File: config.mk
export PLATFORM = sky130hd
export DESIGN_NAME = piso_ser
export DESIGN_NICKNAME = d
export VERILOG_FILES = /design/src/rtl/piso_pkg.sv /design/src/rtl/piso_hold_buf.sv /design/src/rtl/piso_ser.sv
export SDC_FILE = /design/constraint.sdc
export NUM_CORES = 1
export LEC_CHECK = 0
export CORE_MARGIN = 2
export CORE_UTILIZATION = 25
export DETAILED_ROUTE_END_ITERATION = 8
export PLACE_DENSITY_LB_ADDON = 0.15
export SLEW_MARGIN = 40
export SYNTH_ARGS = -nofsm -noshare
export SYNTH_HDL_FRONTEND = slang
export SYNTH_SLANG_ARGS = --single-unit
File: constraint.sdc
create_clock -name clk -period 2.6 [get_ports clk]
set_input_delay 0.65 -clock clk [delete_from_list [all_inputs] [get_ports clk]]
set_output_delay 0.65 -clock clk [all_outputs]
set_load 0.1 [all_outputs]
File: src/rtl/piso_pkg.sv
`default_nettype none
// ============================================================================
//  Module      : piso_pkg
//  Description : Shared types and helpers for the piso_ser serializer:
//                the two-state shifter FSM encoding and the bit-index
//                counter width helper.
//  Revision    : 1.0 - initial release
// ============================================================================
package piso_pkg;

    // Shifter FSM: IDLE waits for a held word, SHIFT walks the frame bits.
    typedef enum logic [0:0] {
        IDLE  = 1'b0,
        SHIFT = 1'b1
    } piso_state_e;

    // Width of a counter that indexes bits 0..width-1 (never below 1 bit).
    function automatic int piso_cnt_w(input int width);
        return (width < 2) ? 1 : $clog2(width);
    endfunction

endpackage
`default_nettype wire

File: src/rtl/piso_hold_buf.sv
`default_nettype none
// ============================================================================
//  Module      : piso_hold_buf
//  Description : One-entry holding register with valid/ready input handshake.
//                Stores one word plus its bit-order flag until the shifter
//                takes it.
//  Ports       : clk, rst        - clock, synchronous active-high reset
//                flush_i         - discard the held word (wins over accept)
//                in_valid_i      - upstream offers in_data_i
//                in_ready_o      - entry free and not in reset (combinational)
//                in_data_i       - {bit order, word}, DW bits
//                take_i          - shifter consumes the held entry this edge
//                hold_data_o     - held {bit order, word}
//                hold_full_o     - entry occupied
//  Revision    : 1.0 - initial release
// ============================================================================
module piso_hold_buf #(
    parameter int DW = 9
) (
    input  logic          clk,
    input  logic          rst,
    input  logic          flush_i,
    input  logic          in_valid_i,
    output logic          in_ready_o,
    input  logic [DW-1:0] in_data_i,
    input  logic          take_i,
    output logic [DW-1:0] hold_data_o,
    output logic          hold_full_o
);

    logic          full_q;
    logic [DW-1:0] data_q;
    logic          accept_w;

    assign in_ready_o  = !full_q && !rst;
    assign accept_w    = in_valid_i && in_ready_o;
    assign hold_data_o = data_q;
    assign hold_full_o = full_q;

    // Accept and take are mutually exclusive: take only happens while full,
    // and in_ready is low while full.
    always_ff @(posedge clk) begin
        if (rst) begin
            full_q <= 1'b0;
            data_q <= '0;
        end else if (flush_i) begin
            full_q <= 1'b0;
        end else if (accept_w) begin
            data_q <= in_data_i;
            full_q <= 1'b1;
        end else if (take_i) begin
            full_q <= 1'b0;
        end
    end

endmodule
`default_nettype wire

File: src/rtl/piso_ser.sv
`default_nettype none
// ============================================================================
//  Module      : piso_ser
//  Description : Parallel-in serial-out serializer with per-word bit order,
//                a one-entry holding register for gapless back-to-back
//                frames, a shift-enable (baud tick) input and flush.
//  Ports       : clk, rst        - clock, synchronous active-high reset
//                in_valid/ready  - word handshake
//                in_data         - parallel word, WIDTH bits
//                in_msb_first    - 1 = MSB first, 0 = LSB first (per word)
//                ser_en          - shifter advances only when high
//                flush           - abort held and shifting words
//                ser_out         - registered serial bit
//                ser_valid       - ser_out carries a frame bit
//                frame_start/end - ser_out is first / last bit of a frame
//                busy            - word held or shifting
//  Revision    : 1.0 - initial release
// ============================================================================
module piso_ser
    import piso_pkg::*;
#(
    parameter int WIDTH = 8,
    parameter int CNT_W = piso_cnt_w(WIDTH)
) (
    input  logic             clk,
    input  logic             rst,
    input  logic             in_valid,
    output logic             in_ready,
    input  logic [WIDTH-1:0] in_data,
    input  logic             in_msb_first,
    input  logic             ser_en,
    input  logic             flush,
    output logic             ser_out,
    output logic             ser_valid,
    output logic             frame_start,
    output logic             frame_end,
    output logic             busy
);

    localparam logic [CNT_W-1:0] LAST_IDX = CNT_W'(WIDTH - 1);
    localparam logic [CNT_W-1:0] PEN_IDX  = CNT_W'(WIDTH - 2);

    // ------------------------------------------------------------------
    // Holding register
    // ------------------------------------------------------------------
    logic [WIDTH:0]   hold_data_w;
    logic             hold_full_w;
    logic             take_w;
    logic [WIDTH-1:0] hold_word_w;
    logic             hold_msb_w;

    piso_hold_buf #(
        .DW (WIDTH + 1)
    ) u_hold (
        .clk         (clk),
        .rst         (rst),
        .flush_i     (flush),
        .in_valid_i  (in_valid),
        .in_ready_o  (in_ready),
        .in_data_i   ({in_msb_first, in_data}),
        .take_i      (take_w),
        .hold_data_o (hold_data_w),
        .hold_full_o (hold_full_w)
    );

    assign hold_word_w = hold_data_w[WIDTH-1:0];
    assign hold_msb_w  = hold_data_w[WIDTH];

    // ------------------------------------------------------------------
    // Shifter state
    // ------------------------------------------------------------------
    piso_state_e      state_q, state_d;
    logic [CNT_W-1:0] idx_q, idx_d;
    logic [WIDTH-1:0] shreg_q, shreg_d;
    logic             msb_q, msb_d;
    logic             ser_out_q, ser_out_d;
    logic             ser_valid_q, ser_valid_d;
    logic             fstart_q, fstart_d;
    logic             fend_q, fend_d;

    logic at_last_w;
    logic transfer_w;

    assign at_last_w  = (state_q == SHIFT) && (idx_q == LAST_IDX);
    // A transfer starts a frame from IDLE, or chains onto the last bit of
    // the current frame so back-to-back words leave no gap.
    assign transfer_w = ser_en && hold_full_w &&
                        ((state_q == IDLE) || at_last_w);
    assign take_w     = transfer_w && !flush;

    // State register
    always_ff @(posedge clk) begin
        if (rst) begin
            state_q     <= IDLE;
            idx_q       <= '0;
            shreg_q     <= '0;
            msb_q       <= 1'b0;
            ser_out_q   <= 1'b0;
            ser_valid_q <= 1'b0;
            fstart_q    <= 1'b0;
            fend_q      <= 1'b0;
        end else begin
            state_q     <= state_d;
            idx_q       <= idx_d;
            shreg_q     <= shreg_d;
            msb_q       <= msb_d;
            ser_out_q   <= ser_out_d;
            ser_valid_q <= ser_valid_d;
            fstart_q    <= fstart_d;
            fend_q      <= fend_d;
        end
    end

    // Next-state logic
    always_comb begin
        state_d = state_q;
        if (flush) begin
            state_d = IDLE;
        end else if (ser_en) begin
            case (state_q)
                IDLE:    if (hold_full_w) state_d = SHIFT;
                SHIFT:   if (at_last_w && !hold_full_w) state_d = IDLE;
                default: state_d = IDLE;
            endcase
        end
    end

    // Datapath / registered-output next values
    always_comb begin
        idx_d       = idx_q;
        shreg_d     = shreg_q;
        msb_d       = msb_q;
        ser_out_d   = ser_out_q;
        ser_valid_d = ser_valid_q;
        fstart_d    = fstart_q;
        fend_d      = fend_q;

        if (flush) begin
            idx_d       = '0;
            ser_out_d   = 1'b0;
            ser_valid_d = 1'b0;
            fstart_d    = 1'b0;
            fend_d      = 1'b0;
        end else if (transfer_w) begin
            // The first bit goes straight to ser_out; the shifter keeps the
            // remainder pre-shifted so the next bit is always at its edge.
            msb_d       = hold_msb_w;
            idx_d       = '0;
            ser_out_d   = hold_msb_w ? hold_word_w[WIDTH-1] : hold_word_w[0];
            shreg_d     = hold_msb_w ? (hold_word_w << 1) : (hold_word_w >> 1);
            ser_valid_d = 1'b1;
            fstart_d    = 1'b1;
            fend_d      = 1'b0;
        end else if (ser_en && (state_q == SHIFT)) begin
            if (!at_last_w) begin
                idx_d       = idx_q + 1'b1;
                ser_out_d   = msb_q ? shreg_q[WIDTH-1] : shreg_q[0];
                shreg_d     = msb_q ? (shreg_q << 1) : (shreg_q >> 1);
                fstart_d    = 1'b0;
                fend_d      = (idx_q == PEN_IDX);
            end else begin
                idx_d       = '0;
                ser_out_d   = 1'b0;
                ser_valid_d = 1'b0;
                fstart_d    = 1'b0;
                fend_d      = 1'b0;
            end
        end
    end

    assign ser_out     = ser_out_q;
    assign ser_valid   = ser_valid_q;
    assign frame_start = fstart_q;
    assign frame_end   = fend_q;
    assign busy        = hold_full_w || (state_q == SHIFT);

endmodule
`default_nettype wire
Word-level counts from Yosys, hierarchy flattened
Cells that the tools add are included.
- bitwise gates (word level): 2
- $add $sub $neg: 1
- mux-type cells: 22
- reductions and logical operators: 22
- eq/ne operators: 3
- operators by type and width (operator ; number):
    8-bit 2-to-1 mux ; 5
    1-bit 2-to-1 mux ; 15
    1-bit logical AND ; 8
    3-bit == test, second input constant ; 2
    2-bit AND reduction ; 3
    2-bit nonzero test ; 3
    3-bit by 1-bit adder with 3-bit output, second input constant ; 1
    1-bit zero test ; 3
    3-bit 2-to-1 mux ; 1
    3-bit AND reduction ; 1
    3-bit OR reduction ; 1
    1-bit logical OR ; 2
    2-bit by 1-bit != test with 1-bit output, second input constant ; 1
    1-bit NOT ; 2
    1-bit case mux with 2 select lines ; 1
    2-bit OR reduction ; 1
- flip-flop bits (word level): 27
- input bits: 14
- logic and storage cells: 60

Depth between registers and ports, before layout
Gate-level depths: netlist of run 1.
- word-level depth: 7
- gate-level depth with buffers: 7

By module
Synthesis of run 1 repeated with hierarchy kept, for this count alone.
- cells, all modules: 150
- area total of the unflattened synthesis: 1461.4 sq um
- modules (own cells, without submodules) (module ; cells each ; area each (sq um) ; sequential area each (sq um) ; instances):
    piso_ser ; 105 ; 1003.5 ; 340.3 ; 1
    piso_hold_buf ; 45 ; 457.9 ; 200.2 ; 1

Worst setup path after synthesis of run 1
No wires, ideal clock.
- kind: input-to-reg
- start: in rst
- end: reg u_hold.data_q[0], in the netlist u_hold.hold_data_o[0]
- required time: 2468 ps
- library setup time: 132 ps
- path slack: -144 ps
- data arrival time: 2612 ps
- stages on the path: 4
- path through: nor2_1 > nand3b_1 > nand2_1 > a21oi_1
- word-level cells in the longest chain between the ends: 4
- ends and longest elaborated chain (what ; RTL line ; RTL):
    start: declaration ; piso_ser.sv:26 ; input logic rst,
    1-bit zero test ; piso_hold_buf.sv:35 ; assign in_ready_o = !full_q && !rst;
    1-bit logical AND ; piso_hold_buf.sv:35 ;
    1-bit logical AND ; piso_hold_buf.sv:36 ; assign accept_w = in_valid_i && in_ready_o;
    2-bit AND reduction (no source line) ; -- ;
    end signal: assignment ; piso_hold_buf.sv:49 ; data_q <= in_data_i;
    end: declaration ; piso_hold_buf.sv:32 ; logic [DW-1:0] data_q;
Several ways; a longest one is shown, not always the timed one.
A chain may end at the register's enable or synchronous reset.

Worst setup path after layout of run 1
- start: in rst
- end: out in_ready
- word-level cells in the longest chain between the ends: 2
- ends and longest elaborated chain (what ; RTL line ; RTL):
    1-bit zero test ; piso_hold_buf.sv:35 ;
    1-bit logical AND ; piso_hold_buf.sv:35 ;
    end: declaration ; piso_ser.sv:28 ; output logic in_ready,
No other way between the ends.

==> run summary, run 1 <==
The final route contains 1170 vias. The flip-flop and latch count after synthesis was 27; the total count of hold-check failures in the final report was 0. Pin count of the biggest net entering global routing: 23. The total placed instance area was 1570 µm²; the detailed-routing wirelength on met1 was 1.52 mm. The run gives 541 µm² as the storage element area.

For the total number of nets in the final design, the log shows 195. The count of cells in the finished layout, fillers not included, comes to 247. The fraction of power spent switching nets came out at 25.2%.

Once detail routing completed, the nets flagged for antenna violations numbered 0. The flow ran to the end, and the final reports show no timing, DRC or antenna violations. No sink is reached through more buffers than the 2 on the longest clock path.

The ratio of total power to cell area came out at 473 nW/µm². TritonCTS built the clock tree. Traced cell by cell, the critical path runs through clkdlybuf4s50_1 -> nor2_2 -> buf_12. The logs give 0 for the initial antenna violation count and 0 for the final global-route overflow total. Relative to the synthesized area, the layout overhead comes to 23.8%. Synthesis produced 159 cells. Counting the buffers created by CTS gives 3.

Summing the sequential cell areas from Yosys gives 41.4% of the chip area. Summed over all cells, the static leakage comes to 0.543 nW. The tools report the final design area excluding fillers as 1620 µm². The tool flagged a number of max-cap violations equal to 0.

For the global-route usage over all layers, the log shows 11.3%. At the end of routability-driven placement, the weighted congestion stood at 0.750. Once the floorplan was initialized, standard cells occupied 25.7% of the core.

The number of placed instances, taps included was 243. For this block, the initial DRC count from the detailed router was 63. The total setup buffers inserted after CTS was 0.

The insertion delay to the later sink of the worst-skew pair came out at 0.27 ns. Of all flip-flops after synthesis, the portion carrying an async set or reset was 0%. The routed design has 3.12 mm of wire. The via density per instance was 4.74; the post-synthesis area per instance was 8.21 µm².

After clock tree synthesis, the clock-pin slew on the worst setup and hold paths is 0.09 ns. The most critical setup path has its endpoint at in_ready. The biggest area contributor in the post-synthesis netlist is dfxtp_1.

The design draws 0.763 mW. The area of the die was 5810 µm²; the headroom to the max-slew limit was 61.5%. Cells with a size suffix above 1 make up 10.7% of the layout. Yosys attributes the largest share of cell area to dfxtp_1 (41%), nand2_1 (7.2%), a211oi_1 (6.3%), a21oi_1 (6.1%), nor2b_1 (5.8%).

The startpoint of the worst register-to-register path was idx_q[0]. The number of DRC violations after detailed routing is 0. For the combinational share of power, the log shows 12.3%. Total inserted antenna cells: 0. Setup repair after global routing left no endpoint under its margin. The run gives 0.571 mW as the internal power summed over all cells.

The worst setup path is launched from an input port. The class of the most critical hold timing path was reg2reg. In this run, post-CTS hold repair placed 0 buffers. The share of Yosys cell area claimed by the top area cell type was 41.4%. In this run the power spent charging and discharging nets is 0.192 mW. The tree built by TritonCTS fans out to 27 sinks. The cell with the biggest individual delay on the critical path was clkdlybuf4s50_1. The floorplan step defined a core boundary enclosing 5070 µm². Total of buffers placed on input and output ports: 19.

Routed wire length on met3: 112 µm. Setup slack on the worst reg-to-reg path comes out at 0.62 ns. The clock network is responsible for 31.5% of the overall power.

Setup violations remaining at the end of the flow were counted as 0. For the finished layout, the period the worst path requires is 2.09 ns. The tree is rooted in a clkbuf_8.

20 I/O pins were placed. The row count was 26. Detailed-placement wirelength estimate: 2.30 mm. The Yosys step of the flow raised 0 warnings. The number of gates given a new drive strength after cts was 0; the die outline width was 76.3 µm. Grouping stages by cell kind, the critical path spends the most delay in buffers and inverters. The number of cells on the worst reg-to-reg path works out to 6.

The number of nets handed over by synthesis was 176. The layout filler cell count was 563. For this run, the leading register cell type out of synthesis is dfxtp_1.

The critical path crosses 3 cells after its start point. The cell area after synthesis is 1310 µm², and the highest ir drop seen on vdd is 195 µV. The worst stage delay on the critical path works out to 0.43 ns. The data arrival time of the critical path is 1.44 ns. The tools report the total number of H-tree levels as 1. The most critical setup path has its startpoint at rst. The critical path is of the in2out type.

The run gives 1.43 mm as the total met2 wirelength after detailed routing. In this run the critical register-to-register path is captured at shreg_q[7]. STA classifies the critical path endpoint as an output port. The number of buffers and inverters on the critical path is 2. The tools report the required time of the critical path as 1.95 ns. In this run the vertical extent of the chip is 76.3 µm. The tools report the number of global-route vias before repair as 1158. The run gives 717 µm² as the area used by multi-input combinational logic. Static timing analysis puts the maximum clock frequency at 478 MHz.

The top layer used by detailed routing is met4. Across the routed clock network, the largest skew measured is 0.00550 ns. The number of enable flip-flop cells after synthesis is 0, and the count of distinct cell types in the synthesized netlist is 30.

The run gives 0 as the final count of pins violating max slew. The run gives 0.466 ns as the worst slack on hold paths. Summed over all failing endpoints, the final setup total negative slack is 0 ns. The first TritonRoute pass finished after 4 iterations. In this run, flip-flops and latches consume 56.2% of the power. Of all nets on the critical path, the largest fanout is 2.

At the pin with the least slew margin, the transition time is 0.577 ns. The fraction of the cycle the final worst path needs was 80.5%. Dividing the detail-routed wire length by the instance count gives 12.6 µm.

The first global-routing pass estimated 5.44 mm of wire.
==> layout make-up <==
cell class / count / share of cell area [%]
Clock buffer: 4 / 2.79
Inverter: 4 / 0.930
Multi-Input combinational cell: 120 / 44.4
Sequential cell: 27 / 33.5
Tap cell: 70 / 5.42
Timing Repair Buffer: 22 / 13.0
==> worst register-to-register path, cell delays in order (launching register included) <==
cell and delay [ns]:
dfxtp_1 0.35, ha_1 0.21, ha_1 0.28, nor2b_4 0.21, or2_1 0.41, a31oi_1 0.15, a221oi_1 0.28
==> synth_stat cells (2+ instances only) <==
cell type / instances
nor2b_1: 12
or2_2: 2
inv_1: 4
a211oi_1: 11
nor2_1: 11
a21oi_1: 16
ha_1: 3
nand2_1: 25
nor3b_1: 2
a221oi_1: 3
a31oi_1: 2
nand3_1: 2
nand3b_1: 8
o21ai_0: 3
o31ai_1: 5
dfxtp_1: 27
clkbuf_1: 6
mux2i_1: 2
nor3_1: 4
==> how the worst min path moves through the flow <==
stage | from | to | cells past startpoint
2_1_floorplan | u_hold.hold_data_o[5] | u_hold.hold_data_o[5] | 2
6_report | frame_start | frame_start | 2
4_1_cts | frame_start | frame_start | 2
5_1_grt | frame_start | frame_start | 2
3_3_place_gp | frame_start | frame_start | 2
3_5_place_dp | frame_start | frame_start | 2
==> through the flow <==
stage	utilization [%]	setup slack [ns]
after floorplan	-	0.440
after global placement	30.9	0.404
after detailed placement	30.9	0.340
after CTS	31.8	0.493
after global routing	31.8	0.436
final	31.8	0.506
==> cell usage in the layout, fill, tap and decap left out <==
master            n
dfxtp_1          27
nand2_1          25
a21oi_1          16
clkdlybuf4s50_1  13
nor2b_1          12
a211oi_1         11
nor2_1           10
nand3b_1          8
buf_4             8
o31ai_1           5
inv_1             4
nor3_1            4
a221oi_1          3
o21ai_0           3
ha_1              3
clkbuf_8          3
or2_2             2
nor2_2            2
a31oi_1           2
mux2i_1           2
nor3b_1           2
nand3_1           2
nor2b_4           1
nand2_2           1
or2_1             1
o21ai_1           1
or2_0             1
nor4b_2           1
o41ai_1           1
a22oi_1           1
clkbuf_1          1
buf_12            1
==> power by group through the flow <==
stage	sequential [mW]	clock [mW]	combinational, mW
3_5_place_dp	0.439	0	0.0943
5_1_grt	0.431	0.268	0.102
3_3_place_gp	0.439	0	0.0931
4_1_cts	0.429	0.254	0.0947
2_1_floorplan	0.438	0	0.0526
6_report	0.429	0.240	0.0939
==> kinds of logic after synthesis <==
family / Yosys count / share of synthesized area, %
compound gates: 43 / 21.1
fa+ha+maj: 3 / 2.88
buf+inv: 12 / 3.83
flops: 27 / 41.4
mux: 2 / 1.53
simple gates: 72 / 29.2
==> routing by layer <==
| metal | track usage [%] | up-vias |
|---|---|---|
| li1 | - | 598 |
| met1 | 14.5 | 544 |
| met2 | 18.5 | 22 |
| met3 | 2.25 | 6 |
| met4 | 4.91 | 0 |
| met5 | 0 | - |
==> sequential cells by signal, indices dropped and copies added (netlist names) <==
| signal | count |
|---|---|
| state_q | 1 |
| u_hold.hold_data_o | 9 |
| shreg_q | 8 |
| frame_end | 1 |
| frame_start | 1 |
| idx_q | 3 |
| msb_q | 1 |
| ser_out | 1 |
| ser_valid | 1 |
| u_hold.hold_full_o | 1 |
Power figures use the tool's default switching activity.
==> run 2: changes to the inputs <==
clock period = 2 ns   (was 2.6 ns; I/O delays follow)
==> run 2 against run 1 <==
Global-route usage rose by 0.12 points. Routed wire length is 1.1% higher. Via count is 2.6% higher. Clock power increased by 34%. Power is 33% higher. First-iteration DRC count is the same. Critical path depth did not move. Register-to-register slack lost 0.40 ns. Hold slack improved by 0.0070 ns. Final cell count is 3.2% higher. Utilization rose by 1.9 points. Sequential share of layout area shrank 1.9 points.
==> run summary, run 2 (synthesis results as in run 1) <==
The tools report the internal power summed over all cells as 0.753 mW (+32%). The initial antenna violation count was 0 (unchanged); the relative area change from synthesis to final layout was 31.2%. The run gives 0 (unchanged) as the total count of hold-check failures in the final report. The first-pass GRT wire length came out at 5.51 mm (+1.4%).

The clock-pin transition on the worst setup and hold timing paths was 0.10 ns (about the same). The I/O pin total is 20 (unchanged). The class of the most critical hold timing path is reg2reg. The total inserted antenna cells is 0 (unchanged). The total number of H-tree levels was 1 (unchanged).

TritonCTS built the clock tree. The number of buffers inserted for hold repair after clock tree synthesis was 0 (unchanged); the number of flip-flops in the largest register was 9 (unchanged). The tools report the sort of element at the start of the critical path as an input port.

The final worst clock skew was 0.00347 ns (-0.00203 ns); the initial detailed-routing violation count was 63 (unchanged). The post-route setup TNS came out at 0 ns (unchanged). In the layout the commonest cells are dfxtp_1 (27), nand2_1 (25), a21oi_1 (16). Traced cell by cell, the critical path runs through clkdlybuf4s50_1 -> nor2_4 -> buf_12. Leaving out fill and tap cells, the most frequent cell in the layout is dfxtp_1.

For the overall via count from detail_route, the log shows 1200 (+2.6%). STA classifies the critical path endpoint as an output port. The worst stage delay on the critical path came out at 0.53 ns (+0.10 ns). The final critical path takes up 95.0% of the cycle. The total placed instance area is 1660 µm² (+5.7%), and the pin count of the biggest net entering global routing is 18 (-22%). Number of global-route vias before repair: 1153 (-0.43%). Number of DRC violations after detailed routing: 0 (unchanged).

The final count of pins violating max slew came out at 0 (unchanged). The via density per instance is 4.71 (-0.65%). The share of post-route cells with drive strength above 1 was 15.7% (+4.9 points). The highest ir drop seen on vdd is 318 µV (+63%), and the post-placement worst setup slack is -0.0963 ns (-0.436 ns).

The total number of clock tree sinks was 27 (unchanged). The average wire length per cell after detail routing was 12.4 µm (-2.1%). The initial core utilization was 25.7% (unchanged); the number of gates given a new drive strength after cts was 0 (unchanged). The area used by multi-input combinational logic is 724 µm² (+1.0%).

For the clock share of power, the log shows 31.7% (+0.2 points). The number of buffers on the longest clock path is 2 (unchanged), and the layout filler cell count is 551 (-2.1%). The total wire length came out at 3.16 mm (+1.1%). For the remaining antenna violation count, the log shows 0 (unchanged). The ratio of total power to cell area is 594 nW/µm² (+26%). The fraction of the core area covered by cells at the end of the flow is 33.7% (+1.9 points), and the max-cap check violation count is 0 (unchanged). The cell leakage power was 0.590 nW (+8.7%); the fraction of power spent switching nets was 25.9% (+0.77 points).

The total of buffers placed on input and output ports is 19 (unchanged). For the data arrival time of the critical path, the log shows 1.40 ns (-0.04 ns). Static timing analysis puts the maximum clock frequency at 526 MHz. The number of buffers and inverters on the critical path works out to 2 (unchanged). Cell with the biggest individual delay on the critical path: clkdlybuf4s50_1.

The worst setup path is of the in2out kind. The logs give 0.264 mW (+37%) for the switching power of the nets and 1.50 ns (-0.45 ns) for the required time of the critical path. The storage element area is 541 µm² (unchanged), and the pin slew with the least headroom to its limit is 0.539 ns (-0.0379 ns).

The tools report the global-route usage over all layers as 11.4% (+0.12 points). For the area of the die, the log shows 5810 µm² (unchanged). The combinational share of power is 13.4% (+1.1 points). The headroom to the max-slew limit was 64.0% (+2.5 points).

The die height is 76.3 µm (unchanged). The final design area excluding fillers was 1710 µm² (+6.0%). For the share of total power in sequential cells, the log shows 54.9% (-1.3 points). The run gives 1.02 mW (+33%) as the post-layout total power. The run gives 3 (unchanged) as the TritonCTS buffer count.

The flow ran to the end, and the final reports show no timing, DRC or antenna violations. The iteration count of the initial detailed-routing pass came out at 4 (unchanged). The insertion delay to the later sink of the worst-skew pair is 0.27 ns (about the same), and the detailed-placement wirelength estimate is 2.34 mm (+1.5%).

The shortest period the worst path allows works out to 1.90 ns. The logs give 26 (unchanged) for the row count and 0 (unchanged) for the total setup buffers inserted after CTS. The worst path setup slack after routing is 0.101 ns (-0.406 ns), and the core box area is 5070 µm² (unchanged). Die outline width: 76.3 µm (unchanged). The buffer cell driving the clock tree root was clkbuf_8.

The maximum fanout along the worst path works out to 5 (+3). The cell family contributing the most delay on the critical path was buffers and inverters. The total number of nets in the final design was 203 (+4.1%).

Final global-route overflow total: 0 (unchanged). The tools report the global placer's final weighted congestion as 0.740 (-1.4%). The tools report the final setup violation count as 0 (unchanged).

Setup repair after global routing left no endpoint under its margin.
[run 2: changes by cell type in the layout (fill, tap and decap cells not counted)]
cell,delta
buf_12,+2
buf_4,+6
clkbuf_1,-1
clkinvlp_4,+1
nor2_2,-1
nor2_4,+1
or2_1,-1
or2_4,+1
[run 2: through the flow]
step	hold slack (ns)	cells
after detailed placement	0.461	251
after floorplan	0.444	159
after global placement	0.447	251
final	0.473	255
after CTS	0.477	255
after global routing	0.499	255
[run 2: worst min-delay path: cells and delay by family (launching register included)]
kind	cells	cell delay, ns
simple gates	1	0.05
compound gates	1	0.06
flops	1	0.32
[run 2: metal layers]
metal / vias up / share of wire, % / global-route usage, %
met4: 0 / 0.47 / 2.00
met5: - / 0 / 0
li1: 615 / - / -
met3: 2 / 3.6 / 2.96
met1: 559 / 49 / 14.6
met2: 24 / 46 / 19.6
[run 2: final cells by class]
class / count / area share [%]
Clock buffer: 3 / 2.41
Clock inverter: 1 / 0.439
Inverter: 4 / 0.877
Multi-Input combinational cell: 120 / 42.3
Sequential cell: 27 / 31.6
Tap cell: 70 / 5.12
Timing Repair Buffer: 30 / 17.3
[run 2: final timing paths]
kind	startpoint	endpoint	slack, ns	depth (start not counted)
worst max-delay path	rst	in_ready	0.10	3
worst min-delay path	frame_start	frame_start	0.47	2
worst max register to register	idx_q[0]	shreg_q[5]	0.22	6
worst min register to register	frame_start	frame_start	0.47	2
[run 2: power by group through the flow]
stage,Combinational [mW],Sequential [mW],Clock [mW]
3_5_place_dp,0.136,0.571,0
3_3_place_gp,0.135,0.571,0
5_1_grt,0.147,0.560,0.356
4_1_cts,0.136,0.559,0.341
6_report,0.136,0.558,0.322
2_1_floorplan,0.0688,0.570,0
